<file path="config.mk">
export PLATFORM = sky130hd
export DESIGN_NAME = calc_btn_op_encoder
export DESIGN_NICKNAME = d
export VERILOG_FILES = /design/src/rtl/calc_btn_op_encoder.sv
export SDC_FILE = /design/constraint.sdc
export NUM_CORES = 1
export LEC_CHECK = 0
export BUFFER_PORTS_ARGS = -buffer_cell sky130_fd_sc_hd__buf_2
export CORE_ASPECT_RATIO = 1.1
export CORE_MARGIN = 8
export CORE_UTILIZATION = 50
export DETAILED_ROUTE_END_ITERATION = 7
export PLACE_DENSITY = 0.67
export SLEW_MARGIN = 20
export SYNTH_ARGS = -nofsm -noshare
export SYNTH_HDL_FRONTEND = slang
export SYNTH_SLANG_ARGS = --single-unit
</file>
<file path="constraint.sdc">
create_clock -name clk -period 2.7 [get_ports clk]
set_clock_uncertainty 0.1 [all_clocks]
set_input_delay 0.27 -clock clk [delete_from_list [all_inputs] [get_ports clk]]
set_output_delay 0.27 -clock clk [all_outputs]
set_load 0.03 [all_outputs]
</file>
<file path="src/rtl/calc_btn_op_encoder.sv">
// Button-to-opcode encoder for the calculator front panel.
// Synchronises and debounces the four board buttons and encodes debounced l/r/d into an ALU opcode.
// A debounced centre-button event commits that opcode through a valid/ready handshake.
module calc_btn_op_encoder #(
    parameter int unsigned SYNC_STAGES       = 2,
    parameter int unsigned DEBOUNCE_CYCLES   = 500000,
    parameter int unsigned CNT_W             = $clog2(DEBOUNCE_CYCLES + 1),
    parameter int unsigned COMMIT_ON_RELEASE = 0
) (
    input  logic       clk,
    input  logic       resetn,
    input  logic       btnl,
    input  logic       btnr,
    input  logic       btnd,
    input  logic       btnc,
    input  logic       op_ready,
    input  logic       overrun_clr,
    output logic [3:0] op_preview,
    output logic [3:0] alu_op,
    output logic       op_valid,
    output logic       op_overrun
);

    localparam int unsigned NumBtn = 4;
    localparam logic [CNT_W-1:0] CntMax = CNT_W'(DEBOUNCE_CYCLES - 1);

    // Bit order used throughout: [3]=l, [2]=r, [1]=d, [0]=c.
    logic [NumBtn-1:0] btn_raw;
    assign btn_raw = {btnl, btnr, btnd, btnc};

    logic [SYNC_STAGES-1:0][NumBtn-1:0] sync_q;
    logic [NumBtn-1:0]                  sync_out;
    logic [NumBtn-1:0]                  db;

    assign sync_out = sync_q[SYNC_STAGES-1];

    // Shift raw levels through the synchroniser chain; raw levels are ignored while in reset.
    always_ff @(posedge clk) begin
        if (!resetn) begin
            sync_q <= '0;
        end else begin
            sync_q <= {sync_q[SYNC_STAGES-2:0], btn_raw};
        end
    end

    for (genvar b = 0; b < NumBtn; b++) begin : g_debounce
        logic [CNT_W-1:0] cnt_q;
        logic             db_q;

        // Flip the debounced level only after DEBOUNCE_CYCLES consecutive disagreeing samples.
        always_ff @(posedge clk) begin
            if (!resetn) begin
                cnt_q <= '0;
                db_q  <= 1'b0;
            end else if (sync_out[b] == db_q) begin
                cnt_q <= '0;
            end else if (cnt_q == CntMax) begin
                db_q  <= sync_out[b];
                cnt_q <= '0;
            end else begin
                cnt_q <= cnt_q + 1'b1;
            end
        end

        assign db[b] = db_q;
    end

    function automatic logic [3:0] encode(input logic [2:0] lrd);
        logic [3:0] op;
        case (lrd)
            3'b000:  op = 4'b0000;
            3'b001:  op = 4'b0001;
            3'b010:  op = 4'b0100;
            3'b011:  op = 4'b0101;
            3'b100:  op = 4'b0110;
            3'b101:  op = 4'b1010;
            3'b110:  op = 4'b1011;
            default: op = 4'b1100;
        endcase
        return op;
    endfunction

    logic       prev_c_q;
    logic       commit;
    logic       drop;
    logic [3:0] cur_op;

    assign cur_op = encode(db[3:1]);

    // Single-cycle commit pulse from the debounced centre button edge of the selected polarity.
    always_comb begin
        commit = 1'b0;
        if (COMMIT_ON_RELEASE != 0) begin
            commit = ~db[0] & prev_c_q;
        end else begin
            commit = db[0] & ~prev_c_q;
        end
    end

    // A commit that arrives while the previous opcode is still unaccepted is lost.
    assign drop = commit & op_valid & ~op_ready;

    // Preview, commit handshake and sticky overrun flag.
    always_ff @(posedge clk) begin
        if (!resetn) begin
            prev_c_q   <= 1'b0;
            op_preview <= 4'b0000;
            alu_op     <= 4'b0000;
            op_valid   <= 1'b0;
            op_overrun <= 1'b0;
        end else begin
            prev_c_q   <= db[0];
            op_preview <= cur_op;

            if (commit && !drop) begin
                alu_op   <= cur_op;
                op_valid <= 1'b1;
            end else if (!commit && op_valid && op_ready) begin
                op_valid <= 1'b0;
            end

            if (drop) begin
                op_overrun <= 1'b1;
            end else if (overrun_clr) begin
                op_overrun <= 1'b0;
            end
        end
    end

endmodule

</file>
After elaboration in Yosys (flattened, before gate mapping)
Index checks and enable logic that the tools add are counted.
{ "totals": {"ff_bits": 99, "output_inout_bits": 10} }
{ "op_classes": {"addsub": 4, "n_eq_ne": 14, "n_mux": 5, "n_bitwise": 10, "n_reduce_logical": 16} }
{ "ops": {"columns": ["op", "n"], "rows": [
  ["19-bit by 1-bit adder with 19-bit output (second input constant)", 4],
  ["19-bit == test (second input constant)", 4],
  ["4-bit one-hot mux with 7 select lines", 1],
  ["3-bit OR reduction", 4],
  ["3-bit == test (second input constant)", 3],
  ["2-bit AND reduction", 4],
  ["1-bit NOT", 7],
  ["3-bit by 2-bit == test with 1-bit output (second input constant)", 2],
  ["1-bit == test", 4],
  ["1-bit 2-to-1 mux", 4],
  ["2-bit nonzero test", 2],
  ["1-bit bitwise AND", 3],
  ["3-bit by 1-bit == test with 1-bit output (second input constant)", 1],
  ["1-bit logical AND", 3],
  ["3-bit logical NOT", 1],
  ["1-bit logical NOT", 2]
]} }

Longest topological paths before layout
{ "logic_depth": {"word_depth": 7, "mapped_depth": 6, "ltp_nobuf": 5} }

Least setup slack after synthesis
Ideal clock, no wire load.
{ "synth_timing": {"path_type": "flip-flop to flip-flop", "start": "register g_debounce[2].cnt_q[0]", "end": "register g_debounce[2].cnt_q[10]", "setup_time_ps": 128, "arrival_time_ps": 1633, "required_time_ps": 2472, "path_slack_ps": 839, "path_stages_with_launch": 7, "synth_period_minus_slack_ps": 1861, "cell_sequence": "dfxtp_1 > ha_1 > and4_1 > nand4_1 > o21ai_2 > clkbuf_1 > nor2_1"} }
{ "synth_between": {"elab_chain_cells": 2, "elab_cells_between_ends": 3} }
{ "synth_lines": {"columns": ["item", "line", "source"], "rows": [
  ["start: declaration", "47", "logic [CNT_W-1:0] cnt_q;"],
  ["start signal: assignment", "61", "cnt_q <= cnt_q + 1'b1;"],
  ["branches (longest 2 deep; another with 19-bit by 1-bit adder with 19-bit output)", null, null]
]} }
Several ways; the timed one is not identified.
A chain may end at the register's enable or synchronous reset.

Worst setup path after layout
{ "layout_timing": {"start": "register g_debounce[1].cnt_q[0]", "end": "register g_debounce[1].cnt_q[5]"} }
{ "layout_between": {"elab_chain_cells": 2, "elab_cells_between_ends": 3} }
{ "layout_lines": {"columns": ["item", "line"], "rows": [
  ["start: declaration", "47"],
  ["start signal: assignment", "61"],
  ["branches (longest 2 deep; another with 19-bit by 1-bit adder with 19-bit output)", null]
]} }
Several ways; the timed one is not identified.

==> impl_results.md <==
* Final setup fails at 0
* Syn_nets at 504
* Post-synth EDFFs at 0
* Fill cells at 758
* Final Hold Vio Count at 0
* Hold crit path type: in -> reg
* Maximum vdd drop at around 0.27 mV
* DR vias/cell at 5.430
* Crit path kind: reg -> reg
* Sequential share of the synthesized area at 0.4595
* CP Capture Type: flop
* Final net count at 520
* # DRC at 0
* Synthesized cell area at 4313 um^2
* Vias in the first global route at 3,026
* Share of cells above drive strength 1 at 0.09766
* Vias at roughly 3,400
* Crit-path max FO at 17
* Period utilization at 0.7779
* ANT cells at 0
* Synth Flop Type: dfxtp_1
* Die width at 104.6 um
* Overflow after GRT at 0
* # rows at 35
* DP Worst Slack at 588.5 ps
* Min Tclk post-route at ~2100 ps
* Area Growth Syn to Fin at 7.978%
* Detailed Routing Iterations Pass 1 at 5
* Final wirelength at 8081 um
* First-pass GRT wire length at 13,740 um
* Setup Total Neg Slack at 0 ps
* Die Y at 113.4 um
* Die area at 11,860 um^2
* Max Cap Violations at 0
* Clk Latency, worst-skew pair at 350 ps
* Yosys warns at 0
* DRT antenna net count at 0
* Sink Count at 99
* Root Buffer: clkbuf_8
* Fmax at 0.4761 GHz
* Ys async rst share at 0
* Depth of the worst register-to-register path at 5
* Core area at 8364 um^2
* Yosys reg bits at 99
* Iteration-0 DRC count of the detailed router at 163
* Avg WL per Cell at 12.97 um
* Static Leak at approximately 1.4 nW
* RSZ-0062 raised after global routing: no
* CTS tree: done
* Initial antenna violation count at 0
* Max Root-Sink Buffers at 2
* Max Slew Vio Count at 0
* Setup WS post-layout at 599.6 ps
* I/O pins at 18
* Most common cell in the netlist: dfxtp_1
* Largest net degree at the start of global routing at 20
* Relative slew slack at 0.5499
* HPWL Detailed at 5808 um
* # port buffers at 17
* PD cells at around 500 nW/um^2
* Post-synth top cells: 99 x dfxtp_1, 82 x nor2_1, 38 x xnor2_1, 33 x nand2_1, 31 x nand3_1
* Worst path required time at 2810 ps
* Setup bufs post-CTS at 0
* Reg clk slew, reported paths at 90 ps
* Starting density of the core at 0.5156
* Cells after Synth at 492
* Post-synth top area cell: dfxtp_1
* Cell variety after synth at 46
* Final hold slack at 18.47 ps
* Hold path depth at 2
* GRT Total Usage at 0.1383
* Status: finished, final reports clean
* Slew @ Worst Pin at 674.7 ps
* Post-synth top area share at 0.4595
* WP data arrival at 2220 ps
* H-tree depth at 3
* Dpl cell area at 4488 um^2
* Cell area after layout at 4657 um^2
* Inserted Clock Buffers at 9
* Synth area leaders: dfxtp_1 46%, xnor2_1 7.7%, nor2_1 7.1%, xor2_1 4.7%, nand3_1 3.6%
* Startpoint type of the worst setup path: flop
* Placer Congestion at 0.8421
* Fin util at 0.5568
* Mean Syn Cell Area at 8.766 um^2
==> metrics by stage <==
stage          std cells  total power, W
4_1_cts              622        0.002345
2_1_floorplan        492        0.001525
6_report             623        0.002319
3_3_place_gp         607        0.001535
5_1_grt              623        0.002421
3_5_place_dp         607        0.001536
==> worst paths after layout <==
| path | end | start | slack, ps |
|---|---|---|---|
| worst max-delay path | g_debounce[1].cnt_q[5] | g_debounce[1].cnt_q[0] | 600 |
| worst min-delay path | sync_q[1] | btnd | 20 |
| worst max register to register | g_debounce[1].cnt_q[5] | g_debounce[1].cnt_q[0] | 600 |
| worst min register to register | sync_out[1] | sync_q[1] | 340 |
==> critical path, cell delays in order, from the launching register on <==
cell and delay, ps:
dfxtp_1 410, ha_1 270, and4_2 250, nand4_1 200, o21bai_2 620, nor2_1 120
==> state kept, by name, indices dropped and copies added (netlist names) <==
name	cells
alu_op	4
prev_c_q	1
op_overrun	1
op_valid	1
g_debounce.db_q	4
sync_q	4
op_preview	4
sync_out	4
g_debounce.cnt_q	76
==> cell type report <==
class / instances / area (um^2) / share of cell area
clock inverter: 5 / 31.28 / 0.006717
multi-input combinational: 361 / 2200 / 0.4723
inverter: 16 / 60.06 / 0.01290
tap: 111 / 138.9 / 0.02982
timing repair buffer: 21 / 117.6 / 0.02526
clock buffer: 10 / 127.6 / 0.02740
sequential: 99 / 1982 / 0.4256
==> report_power, final <==
group	switching [W]	internal (W)	total, W
clock network	0.000489	0.000327	0.000816
logic	0.0000191	0.0000127	0.0000318
registers	0.00000459	0.00147	0.00147
total	0.000513	0.00181	0.00232
==> cells by family (layout without fill, tap and decap cells) <==
group	after synthesis	in the layout	share of synthesized area
muxes	5	5	0.01160
adders and majority gates	4	4	0.01160
and+or+nand+nor	255	255	0.3139
buffers and inverters	32	52	0.03046
AOI/OAI and AO/OA	36	36	0.04903
DFF	99	99	0.4595
xor gates and xnor gates	61	61	0.1239
==> placed cells by master (no fill, tap or decap), types with 15 or more instances in the layout <==
master	instances
xor2_1	23
nand3_1	31
inv_1	15
nor4_1	18
a21oi_1	17
nand2_1	33
nor2_1	82
xnor2_1	38
nand4_1	21
dfxtp_1	99
buf_2	17
==> timing repair <==
item,in CTS,in global routing
resized for setup,0,0
hold buffers,0,1
endpoints found under the hold margin,0,1
endpoints found under the setup margin,0,0
==> per-layer routing <==
layer  global-route usage  up-vias  wire, um
met1               0.1735     1573      3863
met3              0.03215       10       367
met5                    0        -         0
li1                     -     1726         -
met4              0.04928        0       102
met2               0.2271       74      3749
Note: power is estimated with default switching activity, not from simulation.
